**src/rtl/s_seq_div4.sv**
```systemverilog
`default_nettype none
// +----------------------------------------------------------------------+
// | s_seq_div4 : sequential 8/4 signed restoring divider (IDLE/CALC/SIGN/DONE) |
// | Optional: S_SEQ_DIV4_ABORT_EN adds an abort input.  Rev 1.0           |
// +----------------------------------------------------------------------+
module s_seq_div4 (
  input  logic       clk,
  input  logic       rst,
  input  logic       start,
  input  logic [7:0] a,
  input  logic [3:0] b,
`ifdef S_SEQ_DIV4_ABORT_EN
  input  logic       abort,
`endif
  output logic       busy,
  output logic       done,
  output logic [7:0] quo,
  output logic [3:0] rem,
  output logic       dbz,
  output logic       ovf
);

  typedef enum logic [1:0] {
    IDLE = 2'd0,
    CALC = 2'd1,
    SIGN = 2'd2,
    DONE = 2'd3
  } state_t;

  localparam logic [7:0] c_LAST_STEP = 8'd7;

  state_t     r_state;
  state_t     w_next;
  logic [7:0] r_qmag;
  logic [3:0] r_part;
  logic [3:0] r_bmag;
  logic [7:0] r_cnt;
  logic       r_neg_q;
  logic       r_neg_r;
  logic       r_zero;
  logic       r_ovf_case;
  logic       w_abort;
  logic [4:0] w_shift;
  logic       w_ge;

`ifdef S_SEQ_DIV4_ABORT_EN
  assign w_abort = abort;
`else
  assign w_abort = 1'b0;
`endif

  assign w_shift = {r_part, r_qmag[7]};
  assign w_ge    = (w_shift >= {1'b0, r_bmag});

  always_ff @(posedge clk or posedge rst) begin
    if (rst) r_state <= IDLE;
    else     r_state <= w_next;
  end

  always_comb begin
    w_next = r_state;
    busy   = 1'b0;
    done   = 1'b0;
    case (r_state)
      // A zero divisor still passes through SIGN so its result lands one edge later.
      IDLE: if (start) w_next = (b == 4'd0) ? SIGN : CALC;
      CALC: begin
        busy = 1'b1;
        if (w_abort)                 w_next = IDLE;
        else if (r_cnt == c_LAST_STEP) w_next = SIGN;
      end
      SIGN: begin
        busy   = 1'b1;
        w_next = w_abort ? IDLE : DONE;
      end
      DONE: begin
        done   = 1'b1;
        w_next = IDLE;
      end
      default: w_next = IDLE;
    endcase
  end

  always_ff @(posedge clk or posedge rst) begin
    if (rst) begin
      r_qmag     <= 8'd0;
      r_part     <= 4'd0;
      r_bmag     <= 4'd0;
      r_cnt      <= 8'd0;
      r_neg_q    <= 1'b0;
      r_neg_r    <= 1'b0;
      r_zero     <= 1'b0;
      r_ovf_case <= 1'b0;
      quo        <= 8'd0;
      rem        <= 4'd0;
      dbz        <= 1'b0;
      ovf        <= 1'b0;
    end else begin
      case (r_state)
        IDLE: if (start) begin
          r_qmag     <= a[7] ? (~a + 8'd1) : a;
          r_bmag     <= b[3] ? (~b + 4'd1) : b;
          r_part     <= 4'd0;
          r_cnt      <= 8'd0;
          r_neg_q    <= a[7] ^ b[3];
          r_neg_r    <= a[7];
          r_zero     <= (b == 4'd0);
          r_ovf_case <= (a == 8'h80) && (b == 4'hF);
        end
        CALC: if (!w_abort) begin
          // Partial remainder stays below |b| <= 8, so 4 bits hold it.
          r_part <= 4'(w_ge ? (w_shift - {1'b0, r_bmag}) : w_shift);
          r_qmag <= {r_qmag[6:0], w_ge};
          r_cnt  <= r_cnt + 8'd1;
        end
        SIGN: if (!w_abort) begin
          if (r_zero) begin
            quo <= 8'h00;
            rem <= 4'h0;
          end else begin
            quo <= r_neg_q ? (~r_qmag + 8'd1) : r_qmag;
            rem <= r_neg_r ? (~r_part + 4'd1) : r_part;
          end
          dbz <= r_zero;
          ovf <= r_ovf_case;
        end
        default: ;
      endcase
    end
  end

endmodule
`default_nettype wire
```
**config.mk**
```make
export PLATFORM = sky130hd
export DESIGN_NAME = s_seq_div4
export DESIGN_NICKNAME = d
export VERILOG_FILES = /design/src/rtl/s_seq_div4.sv
export SDC_FILE = /design/constraint.sdc
export NUM_CORES = 1
export LEC_CHECK = 0
export ABC_AREA = 1
export CELL_PAD_IN_SITES_DETAIL_PLACEMENT = 2
export CELL_PAD_IN_SITES_GLOBAL_PLACEMENT = 2
export CORE_ASPECT_RATIO = 1.1
export CORE_UTILIZATION = 34
export CTS_CLUSTER_DIAMETER = 80
export DETAILED_ROUTE_END_ITERATION = 8
export GPL_ROUTABILITY_DRIVEN = 0
export PLACE_DENSITY_LB_ADDON = 0.2
export SLEW_MARGIN = 15
export SYNTH_ARGS = -nofsm -noshare
export SYNTH_HDL_FRONTEND = slang
export SYNTH_SLANG_ARGS = --single-unit
```
**constraint.sdc**
```tcl
create_clock -name clk -period 4.6 [get_ports clk]
set_input_delay 1.38 -clock clk [delete_from_list [all_inputs] [get_ports clk]]
set_output_delay 1.38 -clock clk [all_outputs]
set_load 0.02 [all_outputs]
```
==> out/summary.txt, run 1 <==
status: complete, no violations
PortBufs: 30
Achievable Freq: 0.327 GHz
Hold Path Class: flop to flop
core area: 7170 µm²
Reg2Reg Setup Slack: 2.09 ns
critical path class: flop to output pin
most common cell after layout, fill and taps aside: nand2_1
clk_lat worst skew: 0.30 ns
Slew Limit Fails: 0
Post-Synth Simple-Gate Area: 27.6%
Initial Util: 36.0%
Overall Power: 2070 µW
clock power share: 14.0%
vias in the first global route: 2597
DRT Pass-1 Iters: 2
Final Util: 42.5%
Mapped Cells: 348
initial antenna violation count: 0
die height: 93.4 µm
Iteration-0 DRC Markers: 61
post-synthesis cell type count: 28
XOR/XNOR Fraction of Synth Area: 1.70%
CTS sink cnt: 44
via/cell ratio: 5.10
multiplexer area fraction after synthesis: 0%
num rows: 32
GRT Util Overall: 20.3%
Post-Route WL: 7.17 mm
Layout Cells excl Fill: 462
CTS root buffer: clkbuf_8
Fillers: 831
post-layout min period: 3.06 ns
most frequent cells in the layout: 102 x nand2_1, 44 x dfrtp_1, 41 x inv_1, 32 x o21ai_0, 30 x clkdlybuf4s50_1
final setup vio count: 0
DP HPWL: 5.61 mm
die area: 7940 µm²
Worst setup SP type: flop
syn avg cell area: 7.41 µm²
Syn. warnings: 0
maxcap violations: 0
# IOs: 31
P_sw: 962 µW
Synth Area in Compound Gates: 12.1%
Reg clk slew, reported paths: 0.08 ns
# hold bufs at CTS: 0
CP peak stage delay: 0.60 ns
gr ovfl total: 0
Clock Path Buffers: 2
Max VDD drop: 0.000296 V
crit path DAT: 1.68 ns
Sequential Power Share: 32.4%
Final period util: 66.5%
Seq/Total Area, Yosys: 42.7%
Pleak: 0.00150 µW
CTS HTree Levels: 2
switching share of power: 46.5%
crit path cell chain: inv_1 -> ha_1 -> clkdlybuf4s50_1
Slew HR: 63.0%
Die Span X: 85.1 µm
adder-cell area share of the yosys netlist: 7.57%
# resized after CTS: 0
maximum fanout along the worst path: 4
pwr dens: 679 nW/µm²
Routed wire per std cell: 15.5 µm
internal power: 1110 µW
mapped cell area: 2580 µm²
TritonCTS Buffers: 5
CTS tree: yes
largest family of logic cells by synthesized area: simple AND/OR/NAND/NOR gates
vias after detailed routing: 2358
Syn Nets: 378
Final Skew: 0.00512 ns
largest net degree at the start of global routing: 30
Critical Path Sink Type: output pin
DRC: 0
Setup Buffers After CTS: 0
#FFs+latches synth: 44
setup TNS: 0 ns
Layout area overhead: 18.1%
nets: 408
Inserted Diodes: 0
Comb pwr share: 53.6%
Tightest Pin Transition: 0.552 ns
Routed Antenna Nets: 0
Worst path slowest cell: clkdlybuf4s50_1
first-pass GRT wire length: 12.7 mm
placed instance count: 456
layout cells sized above 1: 3.71%
RSZ-0062 raised after global routing: false
Final Hold Fails: 0
WP data required: 3.22 ns
sequential cells by signal, indices dropped and copies added (netlist names):
register    cells
r_ovf_case      1
dbz             1
r_neg_r         1
ovf             1
r_zero          1
r_state         2
rem             4
r_bmag          4
quo             8
r_qmag          8
r_neg_q         1
r_part          4
r_cnt           8
power by group through the flow:
stage / Sequential [µW] / Clock (µW) / Combinational (µW)
after floorplan: 697 / 0 / 732
after global placement: 672 / 0 / 1070
after detailed placement: 681 / 0 / 1120
after CTS: 674 / 295 / 1130
after global routing: 693 / 307 / 1270
final: 671 / 290 / 1110
through the flow:
step                hold slack [ns]  setup slack [ns]  area, µm²
finish                        0.487              1.54       3050
global route                  0.519              1.45       3050
CTS                           0.490              1.52       3050
detailed placement            0.470              1.52       2950
global placement              0.455              1.61       2950
floorplan                     0.449              2.19       2580
kinds of logic (layout without fill, tap and decap cells):
family / after synthesis / after routing
AO/OA/AOI/OAI: 59 / 59
XOR/XNOR: 5 / 5
adder cells (fa/ha/maj): 15 / 15
buffers and inverters: 53 / 82
flip-flops: 44 / 44
AND/OR/NAND/NOR: 172 / 172
routing by layer:
layer  part of all wire [%]  track usage [%]
met1                     46             24.6
met4                    1.1             5.08
met2                     51             37.6
met3                    1.9             2.91
met5                      0                0
Yosys cell counts:
cell type,instances,area (µm²)
nand2_2,1,6.26
nor2_2,1,6.26
fa_1,1,20.0
o21ai_2,1,8.76
buf_4,1,7.51
dfrtp_1,44,1100
o31ai_1,1,7.51
clkbuf_1,3,11.3
clkinv_1,1,3.75
or2_2,1,6.26
nand3_1,29,145
o21ai_0,32,160
xor2_1,3,26.3
a22o_1,1,8.76
inv_1,42,158
nor3_1,5,25.0
buf_6,1,11.3
inv_2,2,7.51
xnor2_1,2,17.5
nand4_1,4,25.0
o211ai_1,2,15.0
o21a_1,1,7.51
nor2_1,28,105
nand2_1,102,383
nor2_4,1,11.3
buf_2,3,15.0
ha_1,14,175
a21oi_1,21,105
layout make-up:
cell class,count,area (µm²),share of cell area [%]
clock inverter,1,30.0,0.985
sequential,44,1100,36.1
clock buffer,5,68.8,2.26
timing repair buffer,31,308,10.1
tap,85,106,3.49
inverter,45,169,5.54
multi-input combinational,251,1260,41.5
critical path, delay by kind of cell, from the launching register on:
| family | cells | cell delay [ns] |
|---|---|---|
| fa+ha+maj | 1 | 0.29 |
| buf+inv | 2 | 0.69 |
| flops | 1 | 0.41 |
worst paths after layout:
path	to	from	cells after the start
worst max-delay path	busy	r_state[0]	3
worst min-delay path	ovf	ovf	2
worst min register to register	ovf	ovf	2
worst max register to register	r_qmag[7]	r_state[1]	8
min in group asynchronous	rem[2]	rst	2
max in group asynchronous	r_qmag[3]	rst	3
Note: power is estimated with default switching activity, not from simulation.
==> run 2, diff against run 1 <==
--- a/config.mk
+++ b/config.mk
@@ -9,7 +9,7 @@
 export CELL_PAD_IN_SITES_DETAIL_PLACEMENT = 2
 export CELL_PAD_IN_SITES_GLOBAL_PLACEMENT = 2
 export CORE_ASPECT_RATIO = 1.1
-export CORE_UTILIZATION = 34
+export CORE_UTILIZATION = 29
 export CTS_CLUSTER_DIAMETER = 80
 export DETAILED_ROUTE_END_ITERATION = 8
 export GPL_ROUTABILITY_DRIVEN = 0
==> constraint.sdc (replaced) <==
create_clock -name clk -period 2.5 [get_ports clk]
set_input_delay 0.75 -clock clk [delete_from_list [all_inputs] [get_ports clk]]
set_output_delay 0.75 -clock clk [all_outputs]
set_load 0.02 [all_outputs]
==> out/summary.txt, run 2 (synthesis results as in run 1) <==
M1 WL: 3.29 mm (+0.55%)
critical path class: flop to output pin
Worst setup SP type: flop
nets: 412 (+0.98%)
top sig layer: met4
post-layout min period: 2.22 ns
Tightest Pin Transition: 0.483 ns (-0.0686 ns)
most common cell after layout, fill and taps aside: nand2_1
Pleak: 0.00153 µW (+2.3%)
maximum fanout along the worst path: 4 (unchanged)
gr ovfl total: 0 (unchanged)
most frequent cells in the layout: 102 x nand2_1, 44 x dfrtp_1, 41 x inv_1, 32 x o21ai_0
Post-Route WL: 7.38 mm (+2.9%)
crit path cell chain: ha_1 -> clkdlybuf4s50_1
# hold bufs at CTS: 0 (unchanged)
Layout Cells excl Fill: 494 (+6.9%)
Overall Power: 3800 µW (+84%)
Final period util: 88.7%
DRC: 0 (unchanged)
Worst path slowest cell: clkdlybuf4s50_1
Fillers: 1024 (+23%)
Critical Path Sink Type: output pin
CTS tree: yes
Final Skew: 0.00974 ns (+0.00462 ns)
final setup vio count: 0 (unchanged)
GRT Util Overall: 17.1% (-3.2 points)
Initial Util: 30.4% (-5.6 points)
CTS HTree Levels: 2 (unchanged)
die area: 9280 µm² (+17%)
layout cells sized above 1: 5.22% (+1.5 points)
Slew Limit Fails: 0 (unchanged)
maxcap violations: 0 (unchanged)
# IOs: 31 (unchanged)
biggest regs: quo: 8 flops, r_cnt: 8 flops, r_qmag: 8 flops
met2 WL: 3.89 mm (+5.6%)
crit path DAT: 1.47 ns (-0.21 ns)
RSZ-0062 raised after global routing: false
vias in the first global route: 2612 (+0.58%)
Die Span X: 91.9 µm (+8.1%)
Achievable Freq: 0.451 GHz
status: complete, no violations
vias after detailed routing: 2383 (+1.1%)
core area: 8500 µm² (+19%)
DP HPWL: 5.86 mm (+4.4%)
TritonCTS Buffers: 5 (unchanged)
CP peak stage delay: 0.59 ns (about the same)
CTS root buffer: clkbuf_8
placed instance count: 486 (+6.6%)
DRT Pass-1 Iters: 4 (+2)
num rows: 35 (+9.4%)
pwr dens: 1220 nW/µm² (+80%)
initial antenna violation count: 0 (unchanged)
Routed Antenna Nets: 0 (unchanged)
largest net degree at the start of global routing: 45 (+50%)
CTS sink cnt: 44 (unchanged)
first-pass GRT wire length: 12.5 mm (-1.2%)
Max VDD drop: 0.000392 V (+33%)
WP data required: 1.75 ns (-1.47 ns)
PortBufs: 30 (unchanged)
Slew HR: 67.8% (+4.8 points)
Final Util: 36.7% (-5.8 points)
Reg clk slew, reported paths: 0.09 ns (about the same)
die height: 101 µm (+8.1%)
clk_lat worst skew: 0.30 ns (about the same)
setup TNS: 0 ns (unchanged)
Inserted Diodes: 0 (unchanged)
Clock Path Buffers: 2 (unchanged)
Routed wire per std cell: 14.9 µm (-3.7%)
Final Hold Fails: 0 (unchanged)
Hold Path Class: flop to flop
via/cell ratio: 4.82 (-5.5%)
Met3 Routed Length: 130 µm (-4.4%)
Layout area overhead: 20.9%
Iteration-0 DRC Markers: 58 (-4.9%)
-- run 2: changes by cell type in the layout (fill, tap and decap cells not counted), sizes merged --
cell	delta
buf	+4
bufinv	-1
clkbuf	+1
clkdlybuf4s50	-1
clkinv	+2
dlymetal6s2s	+1
-- run 2: repair_timing --
| action | in CTS | in global routing |
|---|---|---|
| resized for setup | 0 | 1 |
| buffers inserted | 0 | 0 |
| setup endpoints to repair | 0 | 1 |
| endpoints found under the hold margin | 0 | 0 |
-- run 2: layout make-up --
cell class,instances,area [µm²],area share [%]
Timing Repair Buffer,35,353,11.3
Clock inverter,2,10.0,0.321
Sequential cell,44,1100,35.3
Clock buffer,6,82.6,2.65
Inverter,45,169,5.42
Tap cell,111,139,4.45
Multi-Input combinational cell,251,1260,40.6
-- run 2: power breakdown --
| group | switching (µW) | internal (µW) | leakage, µW |
|---|---|---|---|
| clock network | 252 | 221 | 0.0000510 |
| registers | 250 | 993 | 0.000562 |
| logic | 1300 | 781 | 0.000922 |
-- run 2: worst max-delay path: cells and delay by family, from the launching register on --
family                   cells  cell delay [ns]
adder cells (fa/ha/maj)      1             0.17
flip-flops                   1             0.41
buffers and inverters        1             0.59
-- run 2: metal layers --
layer / vias to the layer above / GRT usage (%)
li1: 1180 / -
met1: 1168 / 20.6
met2: 28 / 32.1
met3: 7 / 2.49
met4: 0 / 3.73
met5: - / 0
-- run 2: final timing paths --
check,end,startpoint,cells past startpoint,slack [ns]
setup / recovery,done,r_state[1],2,0.28
hold / removal,ovf,ovf,2,0.48
setup reg to reg,r_qmag[2],r_state[1],8,0.56
hold reg to reg,ovf,ovf,2,0.48
max in group asynchronous,r_cnt[3],rst,3,1.48
min in group asynchronous,r_bmag[3],rst,3,0.80
-- run 2: per-stage QoR --
stage / instance area (µm²) / hold WS [ns] / setup WS, ns
floorplan: 2580 / 0.449 / 0.719
global placement: 3020 / 0.457 / 0.296
detailed placement: 3020 / 0.464 / 0.224
CTS: 3120 / 0.484 / 0.0441
global route: 3120 / 0.527 / 0.239
finish: 3120 / 0.482 / 0.281
==> run 3, diff against run 2 <==
--- a/config.mk
+++ b/config.mk
@@ -6,10 +6,8 @@
 export NUM_CORES = 1
 export LEC_CHECK = 0
 export ABC_AREA = 1
-export CELL_PAD_IN_SITES_DETAIL_PLACEMENT = 2
-export CELL_PAD_IN_SITES_GLOBAL_PLACEMENT = 2
 export CORE_ASPECT_RATIO = 1.1
-export CORE_UTILIZATION = 29
+export CORE_UTILIZATION = 50
 export CTS_CLUSTER_DIAMETER = 80
 export DETAILED_ROUTE_END_ITERATION = 8
 export GPL_ROUTABILITY_DRIVEN = 0
==> out/summary.txt, run 3 (synthesis results as in run 1) <==
status: finished with violations
failing checks: design-rule violations
maxcap violations: 0 (unchanged)
Slew HR: 63.2% (-4.5 points)
pwr dens: 1240 nW/µm² (+1.8%)
Buf/Inv on CP: 2 (+1)
Critical Path Sink Type: output pin
Worst path slowest cell: clkdlybuf4s50_1
placed instance count: 431 (-11%)
Worst Reg-to-Reg Cells: 7 (-1)
Final Hold Fails: 0 (unchanged)
setup TNS: 0 ns (unchanged)
die area: 5450 µm² (-41%)
final setup vio count: 0 (unchanged)
Slew Limit Fails: 0 (unchanged)
maximum fanout along the worst path: 4 (unchanged)
via/cell ratio: 5.13 (+6.4%)
Initial Util: 51.6% (+21 points)
crit path cell chain: inv_1 -> ha_1 -> clkdlybuf4s50_1
Worst setup SP type: flop
critical path class: flop to output pin
hold_sp: rem[2]
Tightest Pin Transition: 0.552 ns (+0.0688 ns)
Post-Route WL: 5.47 mm (-26%)
Iteration-0 DRC Markers: 146 (+150%)
first-pass GRT wire length: 9.43 mm (-25%)
die height: 77.3 µm (-23%)
worst setup margin: 0.0793 ns (-0.202 ns)
Final Skew: 0.00624 ns (-0.00351 ns)
vias after detailed routing: 2254 (-5.4%)
Layout Cells excl Fill: 439 (-11%)
Achievable Freq: 0.413 GHz (-8.3%)
core area: 5000 µm² (-41%)
Die Span X: 70.5 µm (-23%)
# hold bufs at CTS: 0 (unchanged)
GRT Util Overall: 21.8% (+4.6 points)
# resized after CTS: 0 (unchanged)
CTS HTree Levels: 2 (unchanged)
CTS sink cnt: 44 (unchanged)
Clock Path Buffers: 2 (unchanged)
Final period util: 96.8% (+8.1 points)
num rows: 27 (-23%)
gr ovfl total: 0 (unchanged)
Setup WS pre-CTS: 0.293 ns (+0.0687 ns)
DP HPWL: 4.12 mm (-30%)
crit path from: r_state[1]
WHS Endpoint: rem[2]
vias in the first global route: 2136 (-18%)
clk_lat worst skew: 0.30 ns (about the same)
hold depth: 2 (unchanged)
WP data required: 1.75 ns (about the same)
Routed Antenna Nets: 0 (unchanged)
CTS tree: yes
largest net degree at the start of global routing: 45 (unchanged)
Reg2Reg Setup Slack: 0.60 ns (+0.04 ns)
# IOs: 31 (unchanged)
Setup Buffers After CTS: 0 (unchanged)
Reg clk slew, reported paths: 0.08 ns (about the same)
biggest regs: quo: 8 flops, r_cnt: 8 flops, r_qmag: 8 flops
Fillers: 485 (-53%)
most common cell after layout, fill and taps aside: nand2_1
crit path DAT: 1.67 ns (+0.20 ns)
PortBufs: 30 (unchanged)
Pleak: 0.00153 µW (-0.46%)
CP peak stage delay: 0.60 ns (about the same)
worst r2r src: r_state[0]
layout cells sized above 1: 4.72% (-0.50 points)
most frequent cells in the layout: 102 x nand2_1, 44 x dfrtp_1, 42 x inv_1, 32 x o21ai_0, 30 x clkdlybuf4s50_1
DRC: 4 (+4)
initial antenna violation count: 0 (unchanged)
nets: 410 (-0.49%)
Layout area overhead: 18.5%
post-layout min period: 2.42 ns (+0.202 ns)
cell family with most CP delay: buffers and inverters
RSZ-0062 raised after global routing: false
Max VDD drop: 0.000741 V (+89%)
worst hold margin: 0.485 ns (+0.00251 ns)
Hold Path Class: flop to flop
reg2reg end: r_qmag[4]
TritonCTS Buffers: 5 (unchanged)
DRT Pass-1 Iters: 6 (+2)
CTS root buffer: clkbuf_8
Inserted Diodes: 0 (unchanged)
Routed wire per std cell: 12.5 µm (-17%)
[run 3: changes by cell type in the layout (fill, tap and decap cells not counted), sizes merged]
cell,change
clkbuf,+1
dlymetal6s2s,-1
bufinv,+1
buf,-2
inv,+1
clkdlybuf4s50,+1
clkinv,-3
[run 3: report_power, final]
| part | internal [µW] | switching (µW) |
|---|---|---|
| logic | 769 | 1210 |
| clock network | 353 | 246 |
| registers | 993 | 221 |
[run 3: worst min-delay path, stage by stage, from the launching register on]
cell and delay [ns]:
dfrtp_1 0.35, nand2_1 0.05, o21ai_0 0.05
[run 3: area by class of cell]
cell class	count	area, µm²	share of cell area (%)
multi-input combinational	251	1260	41.4
sequential	44	1100	36.0
timing repair buffer	33	323	10.6
inverter	45	169	5.53
clock buffer	7	96.3	3.15
tap	58	72.6	2.37
clock inverter	1	30.0	0.982
[run 3: how the worst max path moves through the flow]
| stage | endpoint | slack [ns] | cells past startpoint |
|---|---|---|---|
| global route | busy | 0.007 | 3 |
| floorplan | dbz | 0.72 | 1 |
| global placement | r_qmag[6] | 0.30 | 11 |
| finish | busy | 0.08 | 3 |
| detailed placement | r_qmag[6] | 0.29 | 11 |
| CTS | busy | 0.06 | 3 |
[run 3: layer usage]
layer  track usage [%]  wire length [µm]
met1              26.2              2470
met2              38.7              2660
met3              4.03               248
met4              7.55                88
met5                 0                 0
[run 3: stage by stage]
stage	total power [µW]	util (%)	cell area, µm²
floorplan	2630	-	2580
global placement	3140	58.6	2930
detailed placement	3200	58.6	2930
CTS	3810	61.1	3060
global route	4130	61.1	3060
finish	3790	61.1	3060
